[config.mk]
export PLATFORM = sky130hd
export DESIGN_NAME = devil_path_arbiter
export DESIGN_NICKNAME = d
export VERILOG_FILES = /design/src/rtl/devil_pkg.sv /design/src/rtl/devil_rr_picker.sv /design/src/rtl/devil_path_arbiter.sv
export SDC_FILE = /design/constraint.sdc
export NUM_CORES = 1
export LEC_CHECK = 0
export ABC_AREA = 1
export BUFFER_PORTS_ARGS = -buffer_cell sky130_fd_sc_hd__buf_2
export CORE_MARGIN = 8
export CORE_UTILIZATION = 50
export DETAILED_ROUTE_END_ITERATION = 10
export HOLD_SLACK_MARGIN = 0.08
export PLACE_DENSITY = 0.91
export SLEW_MARGIN = 15
export SYNTH_ARGS = -nofsm -noshare
export SYNTH_HDL_FRONTEND = slang
export SYNTH_SLANG_ARGS = --single-unit
[constraint.sdc]
create_clock -name ace_aclk -period 3.9 [get_ports ace_aclk]
set_input_delay 1.17 -clock ace_aclk [delete_from_list [all_inputs] [get_ports ace_aclk]]
set_output_delay 1.17 -clock ace_aclk [all_outputs]
set_load 0.02 [all_outputs]
[src/rtl/devil_pkg.sv]
// Shared encodings for the devil path arbiter: FSM states, owner codes,
// control/status bit positions and the control-word decode.
package devil_pkg;

  typedef enum logic [2:0] {
    ST_IDLE    = 3'd0,
    ST_LAUNCH  = 3'd1,
    ST_RUN     = 3'd2,
    ST_RELEASE = 3'd3
  } arb_state_t;

  typedef enum logic [1:0] {
    OWN_NONE    = 2'b00,
    OWN_PASSIVE = 2'b01,
    OWN_ACTIVE  = 2'b10
  } owner_t;

  localparam int CTRL_EN         = 0;
  localparam int CTRL_FIXED_ACT  = 1;
  localparam int CTRL_RR_EN      = 2;
  localparam int CTRL_CNT_CLR    = 3;

  localparam int STAT_BUSY       = 0;
  localparam int STAT_LAST_ACT   = 1;
  localparam int STAT_WDT        = 2;
  localparam int STAT_CNT_LSB    = 16;

  typedef struct packed {
    logic cnt_clr;
    logic rr_en;
    logic fixed_active;
    logic enable;
  } ctrl_t;

  function automatic ctrl_t decode_ctrl(input logic [3:0] bits);
    ctrl_t c;
    c.enable       = bits[CTRL_EN];
    c.fixed_active = bits[CTRL_FIXED_ACT];
    c.rr_en        = bits[CTRL_RR_EN];
    c.cnt_clr      = bits[CTRL_CNT_CLR];
    return c;
  endfunction

endpackage

[src/rtl/devil_rr_picker.sv]
// Combinational winner select between the passive and active paths.
// Contention resolves by round-robin (opposite of last owner) or a fixed pick.
module devil_rr_picker
  import devil_pkg::*;
(
  input  logic   req_passive,
  input  logic   req_active,
  input  logic   last_active,
  input  ctrl_t  ctrl,
  output owner_t winner
);

  always_comb begin
    winner = OWN_NONE;
    if (req_passive && req_active) begin
      if (ctrl.rr_en) winner = last_active ? OWN_PASSIVE : OWN_ACTIVE;
      else            winner = ctrl.fixed_active ? OWN_ACTIVE : OWN_PASSIVE;
    end else if (req_passive) begin
      winner = OWN_PASSIVE;
    end else if (req_active) begin
      winner = OWN_ACTIVE;
    end
  end

endmodule

[src/rtl/devil_path_arbiter.sv]
// Two-path snoop arbiter: IDLE -> LAUNCH -> RUN -> RELEASE with grant counter.
// Optional RUN-state watchdog compiled in with DEVIL_ARB_WATCHDOG_EN.
module devil_path_arbiter
  import devil_pkg::*;
#(
  parameter int C_S_AXI_DATA_WIDTH = 32,
  parameter int WDT_CYCLES         = 4096
) (
  input  logic                          ace_aclk,
  input  logic                          ace_aresetn,
  input  logic [C_S_AXI_DATA_WIDTH-1:0] i_control_reg,
  input  logic                          i_req_passive,
  input  logic                          i_req_active,
  input  logic                          i_end_passive,
  input  logic                          i_end_active,
  input  logic                          i_busy_passive,
  input  logic                          i_busy_active,
  output logic                          o_trigger_passive_path,
  output logic                          o_trigger_active_path,
  output logic [1:0]                    o_owner,
  output logic [2:0]                    o_arb_state,
  output logic [15:0]                   o_grant_count,
  output logic [C_S_AXI_DATA_WIDTH-1:0] o_status_reg
);

  if (WDT_CYCLES < 2 || WDT_CYCLES > 65535 || C_S_AXI_DATA_WIDTH < 32) begin : g_param_check
    $error("devil_path_arbiter: parameter out of legal range");
  end

  ctrl_t      ctrl;
  arb_state_t state, state_nxt;
  owner_t     owner, winner;
  logic       last_active;
  logic       launch_ok;
  logic       owner_end;
  logic       wdt_expire;
  logic       wdt_fired;
  logic [15:0] grant_count;
  logic [C_S_AXI_DATA_WIDTH-1:0] status_nxt;
  logic       unused_ctrl_hi;

  assign ctrl           = decode_ctrl(i_control_reg[3:0]);
  assign unused_ctrl_hi = ^i_control_reg[C_S_AXI_DATA_WIDTH-1:4];

  devil_rr_picker u_picker (
    .req_passive (i_req_passive),
    .req_active  (i_req_active),
    .last_active (last_active),
    .ctrl        (ctrl),
    .winner      (winner)
  );

  assign launch_ok = ctrl.enable && (i_req_passive || i_req_active) &&
                     !i_busy_passive && !i_busy_active;
  // Only the owning engine may close a grant.
  assign owner_end = (owner == OWN_PASSIVE && i_end_passive) ||
                     (owner == OWN_ACTIVE  && i_end_active);

`ifdef DEVIL_ARB_WATCHDOG_EN
  localparam logic [15:0] WDT_LIMIT = 16'(WDT_CYCLES - 1);
  logic [15:0] wdt_cnt;

  // Held at zero outside RUN, so every RUN entry starts a fresh count.
  always_ff @(posedge ace_aclk or negedge ace_aresetn) begin
    if (!ace_aresetn)         wdt_cnt <= '0;
    else if (state != ST_RUN) wdt_cnt <= '0;
    else                      wdt_cnt <= wdt_cnt + 16'd1;
  end

  assign wdt_expire = (state == ST_RUN) && !owner_end && (wdt_cnt == WDT_LIMIT);

  always_ff @(posedge ace_aclk or negedge ace_aresetn) begin
    if (!ace_aresetn)    wdt_fired <= 1'b0;
    else if (wdt_expire) wdt_fired <= 1'b1;
  end
`else
  assign wdt_expire = 1'b0;
  assign wdt_fired  = 1'b0;
`endif

  // FSM: state register
  always_ff @(posedge ace_aclk or negedge ace_aresetn) begin
    if (!ace_aresetn) state <= ST_IDLE;
    else              state <= state_nxt;
  end

  // FSM: next state
  always_comb begin
    state_nxt = state;
    unique case (state)
      ST_IDLE:    if (launch_ok) state_nxt = ST_LAUNCH;
      ST_LAUNCH:  state_nxt = ST_RUN;
      ST_RUN:     if (owner_end || wdt_expire) state_nxt = ST_RELEASE;
      ST_RELEASE: state_nxt = ST_IDLE;
      default:    state_nxt = ST_IDLE;
    endcase
  end

  // FSM: outputs; owner is one-hot so the triggers are exclusive
  always_comb begin
    o_trigger_passive_path = 1'b0;
    o_trigger_active_path  = 1'b0;
    if (state == ST_LAUNCH) begin
      o_trigger_passive_path = (owner == OWN_PASSIVE);
      o_trigger_active_path  = (owner == OWN_ACTIVE);
    end
  end

  always_ff @(posedge ace_aclk or negedge ace_aresetn) begin
    if (!ace_aresetn) begin
      owner       <= OWN_NONE;
      last_active <= 1'b1;
    end else if (state == ST_IDLE && launch_ok) begin
      owner       <= winner;
    end else if (state == ST_RELEASE) begin
      owner       <= OWN_NONE;
      last_active <= (owner == OWN_ACTIVE);
    end
  end

  // Clear is a level and wins over a coincident LAUNCH increment.
  always_ff @(posedge ace_aclk or negedge ace_aresetn) begin
    if (!ace_aresetn)             grant_count <= '0;
    else if (ctrl.cnt_clr)        grant_count <= '0;
    else if (state == ST_LAUNCH)  grant_count <= grant_count + 16'd1;
  end

  always_comb begin
    status_nxt                         = '0;
    status_nxt[STAT_BUSY]              = (state != ST_IDLE);
    status_nxt[STAT_LAST_ACT]          = last_active;
    status_nxt[STAT_WDT]               = wdt_fired;
    status_nxt[STAT_CNT_LSB +: 16]     = grant_count;
  end

  // Registered so the word reads all-zero while reset is held.
  always_ff @(posedge ace_aclk or negedge ace_aresetn) begin
    if (!ace_aresetn) o_status_reg <= '0;
    else              o_status_reg <= status_nxt;
  end

  assign o_owner       = owner;
  assign o_arb_state   = state;
  assign o_grant_count = grant_count;

endmodule

==> flow_metrics.tcl, run 1 <==
set metrics [dict create \
    initial_core_util 0.511 \
    drc 0 \
    synthesis.area_um2 2010 \
    synthTopCellsByCount "dfrtp_1 (38), nand2_1 (36), buf_4 (31)" \
    coreArea_um2 3940 \
    setup_viol 0 \
    syn_avg_cell_area_um2 9.07 \
    fmax_mhz 361 \
    p_comb_frac 0.250 \
    ys.flop_type "dfrtp_1" \
    cts_buffers 5 \
    antenna_cells 0 \
    clk_pin_slew_worst_paths_ns 0.07 \
    grt_pass1_vias 1511 \
    crit_type "register to output pin" \
    die_w_um 79.5 \
    synth.distinct_cells 29 \
    startpoint_type "register" \
    period_minus_slack_ns 2.77 \
    area_delta_synth_final_pct 13.2 \
    detail_route.wl_per_cell_um 12.9 \
    power.density_nw_per_um2 521 \
    io_buffers 51 \
    cts_resized 0 \
    worstPathArrival_ns 1.60 \
    grt_max_degree 40 \
    period_share 0.710 \
    grt_antenna_before_repair 0 \
    hold_class "register to register" \
    vias 1493 \
    die_area_um2 6310 \
    drive_above_1_share 0.327 \
    slew_viol_final 0 \
    clock_sinks 39 \
    p_sw_mw 0.382 \
    first_iter_violations 95 \
    dr.max_layer_used "met4" \
    met2_length_um 2140 \
    final_nets 308 \
    place.gp.congestion 0.850 \
    cts_root_buf "clkbuf_8" \
    peakVddDrop_mv 0.183 \
    clock_latency_ns 0.29 \
    ys_seq_area_frac 0.485 \
    clockBufferDepth 2 \
    p_int_mw 0.805 \
    yosys_warnings 0 \
    largest_reg_flops 18 \
    cts_tree "yes" \
    critPathCaptureType "output pin" \
    synth_area_leaders "dfrtp_1 (47%), buf_4 (12%), nand2_1 (6.7%)" \
    post_cts_buffers 0 \
    drt_pre_antenna_iters 4 \
    worst_ep_required_time_ns 2.73 \
    netlist.area_leader.share 0.472 \
    grt_pass1_wl_um 6770 \
    slew_headroom 0.448 \
    h-tree-depth 2 \
    synth-seq-cells 39 \
    ioPinCount 95 \
    fillers 343 \
    rows 23 \
    syn_inst 222 \
    finalHoldViolations 0 \
    vias_per_cell 4.77 \
    m1WireLength_um 1540 \
    dp_hpwl_um 3180 \
    pwr-share-seq 0.422 \
    fin_setup_tns_ns 0 \
    synth.most_common_cell "dfrtp_1" \
    ant_nets 0 \
    clock_skew_ns 0.00470 \
    wl_met3_um 306 \
    outcome "completed" \
    power.leakage_nw 1.25 \
    synth_edf_count 0 \
    routed_wirelength_um 4040 \
    worst_pin_slew_ns 0.828 \
    grt-ovfl-total 0 \
    async_reset_ff_frac 1.00 \
    grt_use_total 0.134 \
    yosys.area.top_type "dfrtp_1" \
    postCtsHoldBufs 0 \
    dieHeight_um 79.5 \
    power_mw 1.19 \
    maxCapViolations 0 \
    rsz0062_at_grt "no" \
    swShare 0.322 \
    p_clk_frac 0.328 \
    path_max_fanout 6 \
]
[cells in the final DEF, fill, tap and decap left out, types with 2 or more instances in the layout]
cell type	synthesis	final
buf_2	1	51
dfrtp_1	38	38
nand2_1	36	36
nor2_1	29	29
inv_1	15	15
conb_1	1	15
nand3_1	11	11
a21oi_1	10	10
nor2_2	8	8
ha_1	6	6
clkbuf_8	0	5
nand2_2	4	4
nor2_4	4	4
o21ai_0	4	4
inv_2	3	3
nand2_4	3	3
nand4_1	3	3
nor3_1	2	2
nand3_2	2	2
o21ai_1	2	2
bufinv_16	0	2
[metal layers]
layer | vias to the layer above | global-route usage
li1 | 734 | -
met1 | 707 | 0.139
met2 | 47 | 0.237
met3 | 5 | 0.0439
met4 | 0 | 0.0630
met5 | - | 0
[final timing paths]
path,startpoint,to,slack (ns),cells after the start
min in group asynchronous,ace_aresetn,o_grant_count[2],0.97,1
min reg2reg,last_active,o_status_reg[1],0.42,0
max,o_arb_state[1],o_trigger_passive_path,1.13,5
min,last_active,o_status_reg[1],0.42,0
max in group asynchronous,ace_aresetn,o_grant_count[11],2.40,1
max reg2reg,o_arb_state[1],o_grant_count[10],2.28,7
[through the flow]
step / cells / setup WS [ns] / cell area, µm² / util / hold WS (ns)
after floorplan: 236 / 1.32 / 2070 / - / 0.396
after global placement: 305 / 1.50 / 2150 / 0.544 / 0.404
after detailed placement: 305 / 1.44 / 2150 / 0.544 / 0.404
after CTS: 313 / 1.12 / 2280 / 0.578 / 0.419
after global routing: 313 / 0.952 / 2280 / 0.578 / 0.433
final: 313 / 1.13 / 2280 / 0.578 / 0.417
[cell families (layout without fill, tap and decap cells)]
| family | count (synthesis) | count (layout) | synth area share |
|---|---|---|---|
| XOR/XNOR | 1 | 1 | 0.00435 |
| adder cells (fa/ha/maj) | 6 | 6 | 0.0373 |
| AO/OA/AOI/OAI | 18 | 18 | 0.0479 |
| flip-flops | 39 | 39 | 0.485 |
| other | 1 | 15 | 0.00186 |
| buffers and inverters | 51 | 78 | 0.154 |
| AND/OR/NAND/NOR | 106 | 106 | 0.270 |
[final cells by class]
cell class                 instances  area [µm²]  area share
tap                               50        62.6      0.0275
clock inverter                     2        60.1      0.0264
sequential                        39         977       0.429
timing repair buffer              51         255       0.112
inverter                          19        71.3      0.0313
multi-input combinational        146         779       0.342
clock buffer                       6        72.6      0.0319
[critical path, stage by stage (launching register included)]
cell and delay (ns):
dfrtp_1 0.45, inv_1 0.12, ha_1 0.31, inv_2 0.11, nor3_1 0.13, buf_2 0.19
[power by group through the flow]
| stage | Sequential [mW] | Clock, mW | Combinational (mW) |
|---|---|---|---|
| final | 0.501 | 0.389 | 0.297 |
| after global routing | 0.510 | 0.415 | 0.324 |
| after CTS | 0.502 | 0.399 | 0.299 |
| after detailed placement | 0.509 | 0 | 0.298 |
| after global placement | 0.505 | 0 | 0.283 |
| after floorplan | 0.545 | 0 | 0.183 |
(Power assumes the default switching activity.)
==> run 2, diff against run 1 <==
Settings changed: CORE_UTILIZATION 50 to 42, PLACE_DENSITY 0.91 to 0.82.
Clock period 3.9 ns to 2.5 ns, I/O delays scaled along.
==> run 2 against run 1 <==
Compared with the run above: worst hold slack worse by 0.0029 ns; clock skew grew 0.0027 ns; first-iteration DRC count rose by 32%; critical path depth stayed put; die area up 15%; sequential cell count stayed put; worst setup slack worse by 0.94 ns; via count shrank 0.33%; sequential share of layout area grew 0.48 points; critical path type unchanged; global-route usage down 2.0 points; combinational power rose by 55%; count of clock-buffer cells in the layout did not move.
==> flow_metrics.tcl, run 2 (same netlist as run 1, synthesis figures left out) <==
set metrics [dict create \
    fin_util 0.483 \
    use_met3 0.0463 \
    final_common_cell "buf_2" \
    die_w_um 85.2 \
    slew_headroom 0.603 \
    drive_above_1_share 0.333 \
    worst_pin_slew_ns 0.595 \
    setup_ws_ns 0.193 \
    hold_class "register to register" \
    startpoint_type "register" \
    period_share 0.923 \
    fillers 440 \
    met1_usage 0.128 \
    clockBufferDepth 2 \
    grt_antenna_before_repair 0 \
    dp_hpwl_um 3050 \
    grt-ovfl-total 0 \
    grt_pass1_wl_um 6720 \
    dieHeight_um 85.2 \
    grt_max_degree 29 \
    worstPathArrival_ns 1.56 \
    drc 0 \
    vias 1488 \
    cts_buffers 5 \
    crit_type "register to output pin" \
    clock_sinks 39 \
    pre_cts_ws_ns 0.490 \
    slowest_stage "dfrtp_1" \
    coreArea_um2 4660 \
    final_cell_mix "buf_2 (51), dfrtp_1 (38), nand2_1 (36), nor2_1 (29)" \
    cts_resized 0 \
    ioPinCount 95 \
    critPathCaptureType "output pin" \
    clk_pin_slew_worst_paths_ns 0.07 \
    cpPeakStageDelay_ns 0.45 \
    power.leakage_nw 1.24 \
    vias_per_cell 4.68 \
    die_area_um2 7270 \
    fin_cells 318 \
    largest_reg_flops 18 \
    first_iter_violations 125 \
    worst_ep_required_time_ns 1.75 \
    post_dp_cell_area_um2 2170 \
    grt_use_total 0.113 \
    cp_num_buf_inv 3 \
    met2_usage 0.188 \
    outcome "completed" \
    clock_skew_ns 0.00736 \
    peakVddDrop_mv 0.259 \
    rsz0062_at_grt "no" \
    period_minus_slack_ns 2.31 \
    slew_viol_final 0 \
    routed_wirelength_um 3850 \
    finalHoldViolations 0 \
    fin_area_um2 2250 \
    whs_ns 0.414 \
    area_delta_synth_final_pct 11.9 \
    final_nets 310 \
    clock_latency_ns 0.28 \
    ant_nets 0 \
    rows 25 \
    path_max_fanout 6 \
    fin_setup_tns_ns 0 \
    power.density_nw_per_um2 733 \
    maxCapViolations 0 \
    grt_pass1_vias 1477 \
    power_mw 1.65 \
    post_cts_buffers 0 \
    antenna_cells 0 \
    initial_core_util 0.432 \
    detail_route.wl_per_cell_um 12.1 \
    io_buffers 51 \
    crit_family "flip-flops" \
    h-tree-depth 2 \
    drt_pre_antenna_iters 4 \
    setup_viol 0 \
    place.gp.congestion 0.837 \
    postCtsHoldBufs 0 \
    cts_root_buf "clkbuf_8" \
    fmax_mhz 433 \
    path_cells "inv_1, ha_1, inv_2, nor3_1, buf_2" \
    top_usage_layer "met2" \
    dp_cells 311 \
    cts_tree "yes" \
]
run 2: changes by cell type in the layout (fill, tap and decap cells not counted), sizes merged:
cell | before | now
bufinv | 2 | 0
buf | 51 | 53
clkinv | 1 | 2
run 2: worst reg2reg max path: cells and delay by family, from the launching register on:
family        cells  cell delay (ns)
flops             1             0.45
fa+ha+maj         1             0.30
buf+inv           1             0.11
simple gates      5             0.60
run 2: metal layers:
layer	up-vias	wire, µm
met2	53	1850
li1	739	-
met3	10	302
met4	0	75
met1	686	1630
met5	-	0
run 2: worst paths after layout:
| kind | from | endpoint | slack (ns) | cells past startpoint |
|---|---|---|---|---|
| setup reg to reg | o_arb_state[1] | o_grant_count[10] | 0.92 | 7 |
| setup / recovery | o_arb_state[1] | o_trigger_passive_path | 0.19 | 5 |
| min in group asynchronous | ace_aresetn | o_grant_count[0] | 0.47 | 1 |
| max in group asynchronous | ace_aresetn | o_status_reg[26] | 1.50 | 2 |
| hold reg to reg | last_active | o_status_reg[1] | 0.41 | 0 |
| hold / removal | last_active | o_status_reg[1] | 0.41 | 0 |
run 2: layout make-up:
cell class              count  area, µm²  area share
clock buffers               6       82.6      0.0366
clock inverters             1       5.00     0.00222
inverters                  19       71.3      0.0316
multi-input cells         146        779       0.346
flip-flops and latches     39        977       0.434
well taps                  54       67.6      0.0300
repair buffers             53        270       0.120
run 2: where the power goes:
part / switching, mW / internal [mW]
registers: 0.0696 / 0.712
logic: 0.313 / 0.149
clock network: 0.194 / 0.216
total: 0.576 / 1.08
==> run 3, diff against run 2 <==
Settings changed: ABC_AREA 1 to unset, CORE_UTILIZATION 42 to 41, PLACE_DENSITY 0.82 to 0.76.
==> run 3 against run 2 <==
Compared with the run above: sequential power is 2.9% lower; final area is 5.9% lower; clock skew is 0.0030 ns lower; sequential cell count did not move; register-to-register slack lost 0.49 ns; highest routed layer unchanged.
==> flow_metrics.tcl, run 3 <==
set metrics [dict create \
    ys_seq_area_frac 0.526 \
    routed_wirelength_um 3590 \
    fmax_mhz 433 \
    synthSimpleGateAreaFrac 0.149 \
    power.leakage_nw 1.13 \
    dp_cells 253 \
    fin_cells 261 \
    vias 1219 \
    dieHeight_um 83.3 \
    detail_route.wl_per_cell_um 13.7 \
    final_cell_mix "buf_2 (51), dfrtp_1 (38), nor2_1 (17), conb_1 (15), xnor2_1 (8)" \
    path_cells "inv_1, ha_1, and3b_1, buf_2" \
    area_delta_synth_final_pct 14.1 \
    multi_input_area_um2 662 \
    cpPeakStageDelay_ns 0.44 \
    final_common_cell "buf_2" \
    die_area_um2 6950 \
    swShare 0.311 \
    synth_compound_area_frac 0.0498 \
    outcome "completed" \
    synth_top_family_by_area "simple AND/OR/NAND/NOR gates" \
    setup_viol 0 \
    post_cts_buffers 0 \
    worst_ep_required_time_ns 1.75 \
    die_w_um 83.3 \
    grt-ovfl-total 0 \
    ioPinCount 95 \
    clock_sinks 39 \
    syn_avg_cell_area_um2 11.1 \
    fillers 399 \
    worstPathArrival_ns 1.56 \
    syn_inst 167 \
    slowest_stage "dfrtp_1" \
    cts_resized 0 \
    synth_edf_count 0 \
    drive_above_1_share 0.344 \
    post_dp_cell_area_um2 2010 \
    drt_pre_antenna_iters 6 \
    netlist.area_leader.share 0.511 \
    synthTopCellsByCount "dfrtp_1 (38), buf_4 (31), nor2_1 (17)" \
    fin_area_um2 2120 \
    fin_setup_tns_ns 0 \
    first_iter_violations 51 \
    finalHoldViolations 0 \
    p_comb_frac 0.232 \
    antenna_cells 0 \
    clock_latency_ns 0.29 \
    synth-seq-cells 39 \
    cts_buffers 5 \
    p_sw_mw 0.515 \
    slew_viol_final 0 \
    rsz0062_at_grt "no" \
    synth_area_leaders "dfrtp_1 (51%), buf_4 (13%), ha_1 (4.0%)" \
    hold_class "input pin to asynchronous set/reset pin" \
    period_minus_slack_ns 2.31 \
    grt_antenna_before_repair 0 \
    yosys.area.top_type "dfrtp_1" \
    place.gp.congestion 0.747 \
    ant_nets 0 \
    vias_per_cell 4.67 \
    muxShareOfSynthArea 0.0343 \
    pwr-share-seq 0.457 \
    rows 24 \
    synth_xor_area_frac 0.0518 \
    cts_root_buf "clkbuf_8" \
    synth.distinct_cells 42 \
    dp_hpwl_um 2800 \
    p_int_mw 1.14 \
    clockBufferDepth 2 \
    cts_tree "yes" \
    maxCapViolations 0 \
    postCtsHoldBufs 0 \
    startpoint_type "register" \
    critPathCaptureType "output pin" \
    grt_max_degree 17 \
    layout.area.seq_um2 977 \
    initial_core_util 0.427 \
    async_reset_ff_frac 1.00 \
    period_share 0.924 \
    drc 0 \
    synth.most_common_cell "dfrtp_1" \
    synth_fa_ha_area_frac 0.0404 \
    yosys_warnings 0 \
    cp_num_buf_inv 2 \
    ys.flop_type "dfrtp_1" \
    crit_family "flip-flops" \
    io_buffers 51 \
    peakVddDrop_mv 0.337 \
    clock_skew_ns 0.00434 \
    largest_reg_flops 18 \
    clk_pin_slew_worst_paths_ns 0.08 \
    path_max_fanout 9 \
    grt_use_total 0.107 \
    crit_type "register to output pin" \
    final_nets 254 \
    h-tree-depth 2 \
    grt_pass1_wl_um 6070 \
    grt_pass1_vias 1317 \
    p_clk_frac 0.310 \
    power.density_nw_per_um2 781 \
    synthesis.area_um2 1860 \
    coreArea_um2 4350 \
]
==> run 3: cell count changes after synthesis, moves of 4 or more <==
| cell | change |
|---|---|
| a21oi_1 | -6 |
| inv_1 | -8 |
| nand2_1 | -32 |
| nand3_1 | -9 |
| nor2_1 | -12 |
| nor2_2 | -8 |
| nor2_4 | -4 |
| xnor2_1 | +7 |
==> run 3: cells by family (layout without fill, tap and decap cells) <==
kind of cell	Yosys count	in the layout
mux	6	6
fa+ha+maj	6	6
buf+inv	41	69
other cells	1	15
xor+xnor	11	11
compound gates	14	14
simple gates	49	49
flops	39	39
==> run 3: area by class of cell <==
type                    count  area share
flip-flops and latches     39       0.461
multi-input cells         101       0.312
repair buffers             54       0.131
clock buffers               5      0.0324
well taps                  52      0.0307
clock inverters             3      0.0206
inverters                   7      0.0124
==> run 3: final timing paths <==
check / start / to / slack [ns] / cells past startpoint
worst max-delay path: o_arb_state[1] / o_trigger_passive_path / 0.19 / 4
min in group ace_aclk: o_grant_count[15] / o_status_reg[31] / 0.40 / 0
worst min-delay path: ace_aresetn / o_status_reg[1] / 0.35 / 1
max in group asynchronous: ace_aresetn / o_grant_count[14] / 1.63 / 2
worst min register to register: o_grant_count[15] / o_status_reg[31] / 0.40 / 0
worst max register to register: o_arb_state[1] / o_grant_count[13] / 0.43 / 6
==> run 3: routing by layer <==
layer | track usage | up-vias | share of wire | wire, µm
li1 | - | 590 | - | -
met1 | 0.107 | 584 | 0.39 | 1410
met2 | 0.176 | 39 | 0.50 | 1780
met3 | 0.0508 | 6 | 0.090 | 321
met4 | 0.0623 | 0 | 0.021 | 76
met5 | 0 | - | 0 | 0
==> run 3: metrics by stage <==
stage / util / hold slack [ns] / worst slack [ns] / power (mW)
2_1_floorplan: - / 0.375 / 0.592 / 1.06
3_3_place_gp: 0.461 / 0.382 / 0.460 / 1.16
3_5_place_dp: 0.461 / 0.381 / 0.418 / 1.17
4_1_cts: 0.487 / 0.351 / 0.163 / 1.68
5_1_grt: 0.487 / 0.362 / 0.0710 / 1.75
6_report: 0.487 / 0.352 / 0.190 / 1.66
==> run 3: power by group through the flow <==
stage | clock network, mW | registers (mW) | logic, mW
global route | 0.556 | 0.771 | 0.427
detailed placement | 0 | 0.772 | 0.393
CTS | 0.530 | 0.760 | 0.394
global placement | 0 | 0.770 | 0.385
finish | 0.514 | 0.758 | 0.385
floorplan | 0 | 0.825 | 0.237
